## src/rtl/bridge_pkg.sv

```systemverilog
// rtl/bridge_pkg.sv - shared burst encodings, FSM states and limits for the AXI command sequencer
package bridge_pkg;

   typedef enum logic [1:0] {
      BURST_FIXED = 2'd0,
      BURST_INCR  = 2'd1,
      BURST_WRAP  = 2'd2,
      BURST_RSVD  = 2'd3
   } burst_t;

   typedef enum logic [1:0] {
      ST_IDLE    = 2'd0,
      ST_WR_BEAT = 2'd1,
      ST_RD_BEAT = 2'd2
   } state_t;

   localparam logic [2:0] MAX_SIZE = 3'd3;

   function automatic logic is_wrap_len(input logic [7:0] len);
      return (len == 8'd1) || (len == 8'd3) || (len == 8'd7) || (len == 8'd15);
   endfunction

endpackage

```

## src/rtl/axi_cmd_sequencer_if.sv

```systemverilog
// rtl/axi_cmd_sequencer_if.sv - AXI AW/W/AR slave side plus command/data FIFO push side
interface axi_cmd_sequencer_if #(
   parameter int AXI_ID_WIDTH = 8,
   parameter int ADDR_WIDTH   = 32,
   parameter int DATA_WIDTH   = 64
);
   logic [AXI_ID_WIDTH-1:0]   awid;
   logic [ADDR_WIDTH-1:0]     awaddr;
   logic [7:0]                awlen;
   logic [2:0]                awsize;
   logic [1:0]                awburst;
   logic                      awvalid;
   logic                      awready;
   logic [DATA_WIDTH-1:0]     wdata;
   logic [DATA_WIDTH/8-1:0]   wstrb;
   logic                      wlast;
   logic                      wvalid;
   logic                      wready;
   logic [AXI_ID_WIDTH-1:0]   arid;
   logic [ADDR_WIDTH-1:0]     araddr;
   logic [7:0]                arlen;
   logic [2:0]                arsize;
   logic [1:0]                arburst;
   logic                      arvalid;
   logic                      arready;
   logic                      cmd_w_en;
   logic [ADDR_WIDTH-1:0]     cmd_addr;
   logic                      cmd_write;
   logic [AXI_ID_WIDTH:0]     cmd_id;
   logic [2:0]                cmd_size;
   logic                      data_w_en;
   logic [DATA_WIDTH-1:0]     cmd_data;
   logic [DATA_WIDTH/8-1:0]   cmd_strb;
   logic                      cmd_fifo_full;
   logic                      data_fifo_full;
   logic                      busy;
   logic                      err_pulse;

   modport slave (
      input  awid, awaddr, awlen, awsize, awburst, awvalid,
      output awready,
      input  wdata, wstrb, wlast, wvalid,
      output wready,
      input  arid, araddr, arlen, arsize, arburst, arvalid,
      output arready,
      output cmd_w_en, cmd_addr, cmd_write, cmd_id, cmd_size,
      output data_w_en, cmd_data, cmd_strb,
      input  cmd_fifo_full, data_fifo_full,
      output busy, err_pulse
   );

   modport master (
      output awid, awaddr, awlen, awsize, awburst, awvalid,
      input  awready,
      output wdata, wstrb, wlast, wvalid,
      input  wready,
      output arid, araddr, arlen, arsize, arburst, arvalid,
      input  arready,
      input  cmd_w_en, cmd_addr, cmd_write, cmd_id, cmd_size,
      input  data_w_en, cmd_data, cmd_strb,
      output cmd_fifo_full, data_fifo_full,
      input  busy, err_pulse
   );

endinterface

```

## src/rtl/axi_burst_addr_gen.sv

```systemverilog
// rtl/axi_burst_addr_gen.sv - combinational next-beat address for FIXED/INCR/WRAP bursts
module axi_burst_addr_gen
   import bridge_pkg::*;
#(
   parameter int ADDR_WIDTH = 32
) (
   input  logic [ADDR_WIDTH-1:0] i_addr,
   input  logic [2:0]            i_size,
   input  logic [7:0]            i_len,
   input  burst_t                i_burst,
   output logic [ADDR_WIDTH-1:0] o_next_addr
);

   logic [ADDR_WIDTH-1:0] w_bytes;
   logic [ADDR_WIDTH-1:0] w_wrap_bytes;
   logic [ADDR_WIDTH-1:0] w_boundary;
   logic [ADDR_WIDTH-1:0] w_incr;

   assign w_bytes      = ADDR_WIDTH'(1) << i_size;
   assign w_wrap_bytes = (ADDR_WIDTH'(i_len) + ADDR_WIDTH'(1)) << i_size;
   assign w_boundary   = i_addr & ~(w_wrap_bytes - ADDR_WIDTH'(1));
   assign w_incr       = i_addr + w_bytes;

   always_comb begin
      o_next_addr = w_incr;
      case (i_burst)
         BURST_FIXED: o_next_addr = i_addr;
         BURST_WRAP:  o_next_addr = (w_incr == w_boundary + w_wrap_bytes) ? w_boundary : w_incr;
         default:     o_next_addr = w_incr;
      endcase
   end

endmodule

```

## src/rtl/axi_cmd_sequencer.sv

```systemverilog
// rtl/axi_cmd_sequencer.sv - round-robin AW/AR arbiter expanding AXI bursts into single-beat FIFO pushes
module axi_cmd_sequencer
   import bridge_pkg::*;
#(
   parameter int AXI_ID_WIDTH = 8,
   parameter int ADDR_WIDTH   = 32,
   parameter int DATA_WIDTH   = 64
) (
   input  logic              aclk,
   input  logic              areset,
   axi_cmd_sequencer_if.slave bus
);

   state_t                  r_state;
   logic                    r_prio;          // 0: write channel has priority, 1: read
   logic [AXI_ID_WIDTH-1:0] r_id;
   logic [ADDR_WIDTH-1:0]   r_addr;
   logic [7:0]              r_len;
   logic [2:0]              r_size;
   burst_t                  r_burst;
   logic [7:0]              r_beat_cnt;

   logic                    w_idle;
   logic                    w_awready;
   logic                    w_arready;
   logic                    w_hs;
   logic [2:0]              w_sel_size;
   logic [1:0]              w_sel_burst;
   logic [7:0]              w_sel_len;
   logic                    w_size_err;
   logic                    w_rsvd_err;
   logic                    w_wraplen_err;
   burst_t                  w_eff_burst;
   logic [2:0]              w_eff_size;
   logic                    w_last_beat;
   logic                    w_wready;
   logic                    w_wr_push;
   logic                    w_rd_push;
   logic                    w_push;
   logic                    w_wlast_err;
   logic [ADDR_WIDTH-1:0]   w_next_addr;
   logic [DATA_WIDTH-1:0]   w_data;

   assign w_idle    = (r_state == ST_IDLE) && !areset;
   assign w_awready = w_idle && bus.awvalid && (!bus.arvalid || !r_prio);
   assign w_arready = w_idle && bus.arvalid && (!bus.awvalid ||  r_prio);
   assign w_hs      = w_awready || w_arready;

   assign w_sel_size  = w_awready ? bus.awsize  : bus.arsize;
   assign w_sel_burst = w_awready ? bus.awburst : bus.arburst;
   assign w_sel_len   = w_awready ? bus.awlen   : bus.arlen;

   assign w_size_err    = w_sel_size > MAX_SIZE;
   assign w_rsvd_err    = w_sel_burst == BURST_RSVD;
   assign w_wraplen_err = (w_sel_burst == BURST_WRAP) && !is_wrap_len(w_sel_len);
   assign w_eff_burst   = (w_rsvd_err || w_wraplen_err) ? BURST_INCR : burst_t'(w_sel_burst);
   assign w_eff_size    = w_size_err ? MAX_SIZE : w_sel_size;

   assign w_last_beat = r_beat_cnt == r_len;
   assign w_wready    = (r_state == ST_WR_BEAT) && !areset && !bus.cmd_fifo_full && !bus.data_fifo_full;
   assign w_wr_push   = w_wready && bus.wvalid;
   assign w_rd_push   = (r_state == ST_RD_BEAT) && !areset && !bus.cmd_fifo_full;
   assign w_push      = w_wr_push || w_rd_push;
   // wlast is only cross-checked against awlen; it never ends the burst
   assign w_wlast_err = w_wr_push && (bus.wlast != w_last_beat);

   axi_burst_addr_gen #(.ADDR_WIDTH(ADDR_WIDTH)) u_addr_gen (
      .i_addr      (r_addr),
      .i_size      (r_size),
      .i_len       (r_len),
      .i_burst     (r_burst),
      .o_next_addr (w_next_addr)
   );

   always_ff @(posedge aclk) begin
      if (areset) begin
         r_state    <= ST_IDLE;
         r_prio     <= 1'b0;
         r_id       <= '0;
         r_addr     <= '0;
         r_len      <= '0;
         r_size     <= '0;
         r_burst    <= BURST_INCR;
         r_beat_cnt <= '0;
      end else begin
         case (r_state)
            ST_IDLE: begin
               if (w_hs) begin
                  r_id       <= w_awready ? bus.awid   : bus.arid;
                  r_addr     <= w_awready ? bus.awaddr : bus.araddr;
                  r_len      <= w_sel_len;
                  r_size     <= w_eff_size;
                  r_burst    <= w_eff_burst;
                  r_beat_cnt <= '0;
                  r_prio     <= w_awready;
                  r_state    <= w_awready ? ST_WR_BEAT : ST_RD_BEAT;
               end
            end
            ST_WR_BEAT, ST_RD_BEAT: begin
               if (w_push) begin
                  if (w_last_beat) begin
                     r_state <= ST_IDLE;
                  end else begin
                     r_beat_cnt <= r_beat_cnt + 8'd1;
                     r_addr     <= w_next_addr;
                  end
               end
            end
            default: r_state <= ST_IDLE;
         endcase
      end
   end

   assign w_data = bus.wdata;

   assign bus.awready   = w_awready;
   assign bus.arready   = w_arready;
   assign bus.wready    = w_wready;
   assign bus.cmd_w_en  = w_push;
   assign bus.cmd_addr  = r_addr;
   assign bus.cmd_write = r_state == ST_WR_BEAT;
   assign bus.cmd_id    = {w_last_beat, r_id};
   assign bus.cmd_size  = r_size;
   assign bus.data_w_en = w_wr_push;
   assign bus.cmd_data  = w_data;
   assign bus.cmd_strb  = bus.wstrb;
   assign bus.busy      = (r_state != ST_IDLE) && !areset;
   assign bus.err_pulse = (w_hs && (w_size_err || w_rsvd_err || w_wraplen_err)) || w_wlast_err;

endmodule

```

## src/flat_wrapper.sv

```systemverilog
// flat-port wrapper written by rule: the top's interface ports become plain ports
module axi_cmd_sequencer_flat import bridge_pkg::*;
#(
   parameter int AXI_ID_WIDTH = 8,
   parameter int ADDR_WIDTH   = 32,
   parameter int DATA_WIDTH   = 64
)
  (aclk, areset, bus_awid, bus_awaddr, bus_awlen, bus_awsize, bus_awburst, bus_awvalid, bus_awready, bus_wdata, bus_wstrb, bus_wlast, bus_wvalid, bus_wready, bus_arid, bus_araddr, bus_arlen, bus_arsize, bus_arburst, bus_arvalid, bus_arready, bus_cmd_w_en, bus_cmd_addr, bus_cmd_write, bus_cmd_id, bus_cmd_size, bus_data_w_en, bus_cmd_data, bus_cmd_strb, bus_cmd_fifo_full, bus_data_fifo_full, bus_busy, bus_err_pulse);
  axi_cmd_sequencer_if #(.AXI_ID_WIDTH(AXI_ID_WIDTH), .ADDR_WIDTH(ADDR_WIDTH), .DATA_WIDTH(DATA_WIDTH)) bus_i ();
  input  logic aclk;
  input  logic areset;
  input wire logic [$bits(bus_i.awid)-1:0] bus_awid;
  input wire logic [$bits(bus_i.awaddr)-1:0] bus_awaddr;
  input wire logic [$bits(bus_i.awlen)-1:0] bus_awlen;
  input wire logic [$bits(bus_i.awsize)-1:0] bus_awsize;
  input wire logic [$bits(bus_i.awburst)-1:0] bus_awburst;
  input wire logic [$bits(bus_i.awvalid)-1:0] bus_awvalid;
  output wire logic [$bits(bus_i.awready)-1:0] bus_awready;
  input wire logic [$bits(bus_i.wdata)-1:0] bus_wdata;
  input wire logic [$bits(bus_i.wstrb)-1:0] bus_wstrb;
  input wire logic [$bits(bus_i.wlast)-1:0] bus_wlast;
  input wire logic [$bits(bus_i.wvalid)-1:0] bus_wvalid;
  output wire logic [$bits(bus_i.wready)-1:0] bus_wready;
  input wire logic [$bits(bus_i.arid)-1:0] bus_arid;
  input wire logic [$bits(bus_i.araddr)-1:0] bus_araddr;
  input wire logic [$bits(bus_i.arlen)-1:0] bus_arlen;
  input wire logic [$bits(bus_i.arsize)-1:0] bus_arsize;
  input wire logic [$bits(bus_i.arburst)-1:0] bus_arburst;
  input wire logic [$bits(bus_i.arvalid)-1:0] bus_arvalid;
  output wire logic [$bits(bus_i.arready)-1:0] bus_arready;
  output wire logic [$bits(bus_i.cmd_w_en)-1:0] bus_cmd_w_en;
  output wire logic [$bits(bus_i.cmd_addr)-1:0] bus_cmd_addr;
  output wire logic [$bits(bus_i.cmd_write)-1:0] bus_cmd_write;
  output wire logic [$bits(bus_i.cmd_id)-1:0] bus_cmd_id;
  output wire logic [$bits(bus_i.cmd_size)-1:0] bus_cmd_size;
  output wire logic [$bits(bus_i.data_w_en)-1:0] bus_data_w_en;
  output wire logic [$bits(bus_i.cmd_data)-1:0] bus_cmd_data;
  output wire logic [$bits(bus_i.cmd_strb)-1:0] bus_cmd_strb;
  input wire logic [$bits(bus_i.cmd_fifo_full)-1:0] bus_cmd_fifo_full;
  input wire logic [$bits(bus_i.data_fifo_full)-1:0] bus_data_fifo_full;
  output wire logic [$bits(bus_i.busy)-1:0] bus_busy;
  output wire logic [$bits(bus_i.err_pulse)-1:0] bus_err_pulse;
  assign bus_i.awid = bus_awid;
  assign bus_i.awaddr = bus_awaddr;
  assign bus_i.awlen = bus_awlen;
  assign bus_i.awsize = bus_awsize;
  assign bus_i.awburst = bus_awburst;
  assign bus_i.awvalid = bus_awvalid;
  assign bus_awready = bus_i.awready;
  assign bus_i.wdata = bus_wdata;
  assign bus_i.wstrb = bus_wstrb;
  assign bus_i.wlast = bus_wlast;
  assign bus_i.wvalid = bus_wvalid;
  assign bus_wready = bus_i.wready;
  assign bus_i.arid = bus_arid;
  assign bus_i.araddr = bus_araddr;
  assign bus_i.arlen = bus_arlen;
  assign bus_i.arsize = bus_arsize;
  assign bus_i.arburst = bus_arburst;
  assign bus_i.arvalid = bus_arvalid;
  assign bus_arready = bus_i.arready;
  assign bus_cmd_w_en = bus_i.cmd_w_en;
  assign bus_cmd_addr = bus_i.cmd_addr;
  assign bus_cmd_write = bus_i.cmd_write;
  assign bus_cmd_id = bus_i.cmd_id;
  assign bus_cmd_size = bus_i.cmd_size;
  assign bus_data_w_en = bus_i.data_w_en;
  assign bus_cmd_data = bus_i.cmd_data;
  assign bus_cmd_strb = bus_i.cmd_strb;
  assign bus_i.cmd_fifo_full = bus_cmd_fifo_full;
  assign bus_i.data_fifo_full = bus_data_fifo_full;
  assign bus_busy = bus_i.busy;
  assign bus_err_pulse = bus_i.err_pulse;
  axi_cmd_sequencer #(.AXI_ID_WIDTH(AXI_ID_WIDTH), .ADDR_WIDTH(ADDR_WIDTH), .DATA_WIDTH(DATA_WIDTH)) u_core (.aclk(aclk), .areset(areset), .bus(bus_i));
endmodule
```

## config.mk

```make
export PLATFORM = sky130hd
export DESIGN_NAME = axi_cmd_sequencer_flat
export DESIGN_NICKNAME = d
export VERILOG_FILES = /design/src/rtl/bridge_pkg.sv /design/src/rtl/axi_cmd_sequencer_if.sv /design/src/rtl/axi_burst_addr_gen.sv /design/src/rtl/axi_cmd_sequencer.sv /design/src/flat_wrapper.sv
export SDC_FILE = /design/constraint.sdc
export NUM_CORES = 1
export LEC_CHECK = 0
export CORE_MARGIN = 2
export CORE_UTILIZATION = 39
export CTS_CLUSTER_SIZE = 25
export DETAILED_ROUTE_END_ITERATION = 10
export PLACE_DENSITY = 0.79
export SLEW_MARGIN = 10
export SYNTH_ARGS = -nofsm -noshare
export SYNTH_HDL_FRONTEND = slang
export SYNTH_SLANG_ARGS = --single-unit
```

## constraint.sdc

```tcl
create_clock -name aclk -period 6.7 [get_ports aclk]
set_input_delay 1.675 -clock aclk [delete_from_list [all_inputs] [get_ports aclk]]
set_output_delay 1.675 -clock aclk [all_outputs]
set_load 0.02 [all_outputs]
```

After elaboration in Yosys (flattened, before gate mapping)
Cells that the tools add are included.
{"block": "classes", "n_addsub": 5, "magnitude_cmp": 1, "n_eq_ne": 17, "n_shift": 2, "n_mux": 22, "bitwise_logic": 2, "reduce_logical": 42}
{"operator": "32-bit 2-to-1 mux", "n": 5}
{"operator": "32-bit case mux with 2 select lines", "n": 2}
{"operator": "32-bit adder", "n": 2}
{"operator": "8-bit 2-to-1 mux", "n": 5}
{"operator": "32-bit AND", "n": 1}
{"operator": "32-bit == test", "n": 1}
{"operator": "32-bit inverter", "n": 1}
{"operator": "1-bit by 3-bit left shift with 32-bit output, first input constant", "n": 1}
{"operator": "9-bit by 3-bit left shift with 32-bit output", "n": 1}
{"operator": "32-bit by 1-bit subtractor with 32-bit output, second input constant", "n": 1}
{"operator": "8-bit case mux with 2 select lines", "n": 1}
{"operator": "1-bit logical AND", "n": 15}
{"operator": "2-bit 2-to-1 mux", "n": 6}
{"operator": "1-bit logical OR", "n": 11}
{"operator": "8-bit by 1-bit adder with 9-bit output, second input constant", "n": 1}
{"operator": "8-bit by 1-bit adder with 8-bit output, second input constant", "n": 1}
{"operator": "2-bit == test, second input constant", "n": 4}
{"operator": "8-bit by 1-bit == test with 1-bit output, second input constant", "n": 1}
{"operator": "8-bit by 2-bit == test with 1-bit output, second input constant", "n": 1}
{"operator": "8-bit by 3-bit == test with 1-bit output, second input constant", "n": 1}
{"operator": "8-bit by 4-bit == test with 1-bit output, second input constant", "n": 1}
{"operator": "8-bit == test", "n": 1}
{"operator": "1-bit logical NOT", "n": 7}
{"operator": "3-bit 2-to-1 mux", "n": 2}
{"operator": "13 further kinds", "n": 18}
{"block": "totals", "reg_bits": 64, "in_bits": 186, "output_inout_bits": 124, "elab_cells": 99}

Longest topological paths before layout
{"block": "logic_depth", "ltp_word": 14, "mapped_depth": 31, "mapped_depth_nobuf": 26}

Cells and area by module
Synthesis repeated with hierarchy kept, for this count alone.
{"block": "unflattened", "hier_cells": 1453, "area_unflattened_um2": 10443.8}
{"mod": "axi_burst_addr_gen", "n_inst": 1, "cells_per_inst": 894, "area_per_inst_um2": 5846.9, "seq_area_each_um2": 0.0}
{"mod": "axi_cmd_sequencer", "n_inst": 1, "cells_per_inst": 559, "area_per_inst_um2": 4596.9, "seq_area_each_um2": 1281.2}

Worst setup path after synthesis
OpenSTA, ideal clock, no wires.
{"block": "synth_path", "path_kind": "flip-flop to flip-flop", "startpoint": "reg u_core.r_len[0]", "endpoint": "reg u_core.r_addr[24], in the netlist u_core.bus.cmd_addr[24]", "setup_ps": 134, "arrival_ps": 6324, "required_time_ps": 6566, "slack_ps": 243, "stages_incl_launch_ff": 29, "path_buffers": 2, "synth_period_minus_slack_ps": 6457, "cell_sequence": "dfxtp_1 > ha_1 > nor2b_2 > o21ai_0 > ha_1 > inv_1 > nor2_1 > nand2_2 > or3_4 > or3_1 > clkbuf_1 > xor2_1 > and2_1 > ha_1 > a21o_1 > a21o_1 > a21oi_1 > o21ai_0 > a221o_1 > a41oi_1 > and3_1 > o22ai_1 > a2111oi_0 > nand4_1 > or4b_1 > buf_2 > or4_4 > o311ai_1 > a211oi_1"}
{"block": "synth_between", "elab_chain_cells": 12, "word_cells_on_any_way": 15, "classes_between": "add/sub: 3; eq/ne: 3; shift: 1; mux: 5; bitwise: 2; reduce/logical: 1"}
{"item": "start, declared", "line_no": "axi_cmd_sequencer.sv:18", "source": "logic [7:0] r_len;"}
{"item": "start signal, assigned", "line_no": "axi_cmd_sequencer.sv:91", "source": "r_len <= w_sel_len;"}
{"item": "8-bit by 1-bit adder with 9-bit output", "line_no": "axi_burst_addr_gen.sv:20", "source": "assign w_wrap_bytes = (ADDR_WIDTH'(i_len) + ADDR_WIDTH'(1)) << i_size;"}
{"item": "9-bit by 3-bit left shift with 32-bit output", "line_no": "axi_burst_addr_gen.sv:20"}
{"item": "32-bit by 1-bit subtractor with 32-bit output", "line_no": "axi_burst_addr_gen.sv:21", "source": "assign w_boundary = i_addr & ~(w_wrap_bytes - ADDR_WIDTH'(1));"}
{"item": "32-bit inverter", "line_no": "axi_burst_addr_gen.sv:21"}
{"item": "32-bit AND", "line_no": "axi_burst_addr_gen.sv:21"}
{"item": "32-bit adder", "line_no": "axi_burst_addr_gen.sv:28", "source": "BURST_WRAP: o_next_addr = (w_incr == w_boundary + w_wrap_bytes) ? w_boundary : w_incr;"}
{"item": "32-bit == test", "line_no": "axi_burst_addr_gen.sv:28"}
{"item": "32-bit 2-to-1 mux", "line_no": "axi_burst_addr_gen.sv:28"}
{"item": "32-bit case mux with 2 select lines", "line_no": "axi_burst_addr_gen.sv:26", "source": "case (i_burst)"}
{"item": "32-bit 2-to-1 mux", "line_no": "axi_cmd_sequencer.sv:101", "source": "if (w_last_beat) begin"}
{"item": "32-bit 2-to-1 mux", "line_no": "axi_cmd_sequencer.sv:100", "source": "if (w_push) begin"}
{"item": "32-bit case mux with 2 select lines", "line_no": "axi_cmd_sequencer.sv:86", "source": "case (r_state)"}
{"item": "end signal, assigned", "line_no": "axi_cmd_sequencer.sv:90", "source": "r_addr <= w_awready ? bus.awaddr : bus.araddr;"}
{"item": "end signal, assigned", "line_no": "axi_cmd_sequencer.sv:105", "source": "r_addr <= w_next_addr;"}
{"item": "end, declared", "line_no": "axi_cmd_sequencer.sv:17", "source": "logic [ADDR_WIDTH-1:0] r_addr;"}
Parallel ways exist; a longest one is shown, timed or not. The select of a mux whose other input is x is not followed.
A chain may end at the register's enable or synchronous reset.

Worst setup path after layout
{"block": "layout_path", "startpoint": "reg u_core.r_len[0]", "endpoint": "reg u_core.r_addr[9], in the netlist u_core.bus.cmd_addr[9]"}
The elaborated chain is that of the path after synthesis.

==> flow_metrics.py <==
metrics = {
    "outcome": {
        "run_status": "complete, no violations",
    },
    "synth": {
        "yosysMostFrequentCell": "nand2_1",
        "synth_edf_count": 0,
        "synth.area.top_cells": "dfxtp_1, buf_4, nand2_1",
        "synth_nets": 1476,
        "yosysTopAreaCell": "dfxtp_1",
        "syn_inst": 1263,
        "synth_area_um2": 8882,
        "syn-mean-instance-area_um2": 7.033,
        "synth-main-ff-cell": "dfxtp_1",
        "async_flop_share": 0,
        "seq_area_frac_synth": 0.1442,
        "yosysUniqueCellTypes": 111,
        "yosysWarnings": 0,
        "synth_seq_cells": 64,
        "synth_top_area_frac": 0.1442,
        "synth_commonest_cells": "nand2_1, nor2_1, buf_4",
    },
    "floorplan": {
        "die_h_um": 154.9,
        "fp-row-count": 55,
        "die-width_um": 154.9,
        "die_area_um2": 24000,
        "io_pins": 310,
        "core_um2": 22500,
        "initial_core_util": 0.3947,
    },
    "finish": {
        "regArea_um2": 1294,
        "fill_cells": 2205,
        "stdcell_count": 1662,
        "num_antenna_cells": 0,
        "final_nets": 1585,
        "multi_input_area_um2": 6729,
        "area_growth_pct": 24.89,
        "drive_gt1_frac": 0.1358,
    },
    "timing": {
        "fin_crit_sh": 0.9714,
        "finalSetupViolCount": 0,
        "period_needed_ns": 6.509,
        "worst_pin_slew_ns": 1.098,
        "skew_ns": 0.007711,
        "slew_violations": 0,
        "hold_viol": 0,
        "setup_tns_ns": 0,
        "max_freq_mhz": 153.6,
        "holdWs_ns": 0.4876,
        "slew_headroom": 0.2681,
    },
    "setup_path": {
        "crit_required_ns": 6.92,
        "start_kind": "flop",
        "cp-end-kind": "flop",
        "slowest_delay_ns": 0.61,
        "worstSetupPathType": "flop to flop",
        "rrSetupSlack_ns": 0.19,
        "timing.rr.start": "u_core.r_len[0]",
        "slowest_stage": "or4b_4",
        "r2r_cells": 27,
        "worst_ep_arrival_time_ns": 6.73,
        "cp_max_fo": 10,
        "endpoint": "u_core.bus.cmd_addr[9]",
        "rr_endpoint": "u_core.bus.cmd_addr[9]",
        "critical_path.startpoint": "u_core.r_len[0]",
    },
    "global_routing": {
        "grt_max_degree": 48,
        "track_usage": 0.2631,
        "grt_first_pass_wirelength_mm": 50.57,
        "grt_pass1_vias": 9281,
        "grt_overflow": 0,
        "antenna_found_initial": 0,
    },
    "clocking": {
        "clk_pin_slew_ns": 0.06,
        "cts_root_buf": "clkbuf_16",
        "clockBufferDepth": 2,
        "htreeDepth": 3,
        "cts_tree": "yes",
        "numCtsBuffers": 9,
        "clkSinkCount": 64,
        "ctsHoldBuffers": 0,
        "clock_latency_ns": 0.34,
    },
    "detailed_routing": {
        "vias": 10370,
        "routed_wl_mm": 33.09,
        "routed_via_density": 6.240,
        "drt_first_iter_violations": 1398,
        "wire_per_inst_um": 19.91,
        "firstDrtPassIters": 5,
        "ant_nets": 0,
        "route.detailed.drc": 0,
    },
    "power_and_ir_drop": {
        "power_density_nw_per_um2": 335.8,
        "p_leak_uw": 0.004309,
        "vdd_drop_max_mv": 0.2011,
        "power_uw": 3726,
    },
    "placed_design": {
        "numPortBuffers": 165,
        "hpwlAfterDp_mm": 26.09,
        "place_inst": 1639,
        "gp_congestion": 1.051,
    },
    "worst_hold_path": {
        "min_path_type": "flop to flop",
    },
    "job": {
        "maxCapViolCount": 0,
    },
}
[placed cells by master, fill, tap and decap left out, types with 21 or more instances in the layout]
cell type / n
clkdlybuf4s50_1: 165
nand2_1: 153
nor2_1: 128
buf_4: 82
o21ai_0: 77
nand3_1: 57
dfxtp_1: 56
a21oi_1: 43
xnor2_1: 43
nor3_1: 28
inv_1: 27
a311oi_1: 25
xor2_1: 23
and2_1: 22
and3_1: 22
ha_1: 21
[flip-flops by register name, summed over array words and instances, names as in the netlist]
signal	cells
u_core.bus.cmd_addr	32
u_core.r_beat_cnt	8
u_core.r_id	8
u_core.r_len	8
u_core.bus.cmd_size	3
u_core.r_burst	2
u_core.r_state	2
u_core.r_prio	1
[how the worst min path moves through the flow]
stage | depth (start not counted) | end | slack (ns) | start
after floorplan | 2 | u_core.r_prio | 0.46 | u_core.r_prio
after global placement | 2 | u_core.r_id[1] | 0.47 | u_core.r_id[1]
after detailed placement | 2 | u_core.r_id[0] | 0.47 | u_core.r_id[0]
after CTS | 2 | u_core.r_id[0] | 0.49 | u_core.r_id[0]
after global routing | 2 | u_core.r_id[5] | 0.51 | u_core.r_id[5]
final | 2 | u_core.r_id[0] | 0.49 | u_core.r_id[0]
[layout make-up]
class                      instances  area share
tap                              285     0.03215
timing repair buffer             250      0.2082
clock inverter                     7    0.005640
inverter                          31     0.01049
multi-input combinational       1016      0.6066
sequential                        64      0.1166
clock buffer                       9     0.02030
[layer usage]
layer / wire length, um / global-route usage / vias to the layer above
li1: - / - / 4790
met1: 13870 / 0.3708 / 4844
met2: 14680 / 0.4174 / 654
met3: 3574 / 0.03649 / 83
met4: 963 / 0.07937 / 0
met5: 0 / 0 / -
[power by group]
part | switching (uW) | internal, uW | total, uW | leakage [uW]
Sequential | 254 | 493 | 747 | 0.000528
Combinational | 1440 | 1080 | 2520 | 0.00364
Clock | 199 | 257 | 456 | 0.000139
Total | 1900 | 1830 | 3730 | 0.00431
[logic make-up after synthesis]
group / synth area share
multiplexers: 0.02352
adder cells (fa/ha/maj): 0.03888
AO/OA/AOI/OAI: 0.2781
AND/OR/NAND/NOR: 0.3248
XOR/XNOR: 0.07283
buffers and inverters: 0.1176
flip-flops: 0.1442
[critical path: cells and delay by family, from the launching register on]
kind	cells	cell delay (ns)
compound gates	9	1.63
fa+ha+maj	2	0.50
buf+inv	4	0.65
mux	1	0.21
xor+xnor	1	0.36
flops	1	0.36
simple gates	10	2.68
[timing repair]
action	4_1_cts	5_1_grt
setup endpoints to repair	30	32
buffers inserted	2	5
pin swaps	1	13
resized for setup	4	40
[stage by stage]
| step | worst slack [ns] | cell area (um2) | utilization |
|---|---|---|---|
| after global placement | -0.001443 | 10580 | 0.4703 |
| after detailed placement | -0.1545 | 10580 | 0.4703 |
| after global routing | -0.05737 | 11090 | 0.4930 |
| final | 0.1915 | 11090 | 0.4930 |
| after CTS | 0.006505 | 10900 | 0.4842 |
| after floorplan | 0.2427 | 8882 | - |
No activity file was read; power rests on OpenSTA's default activity.
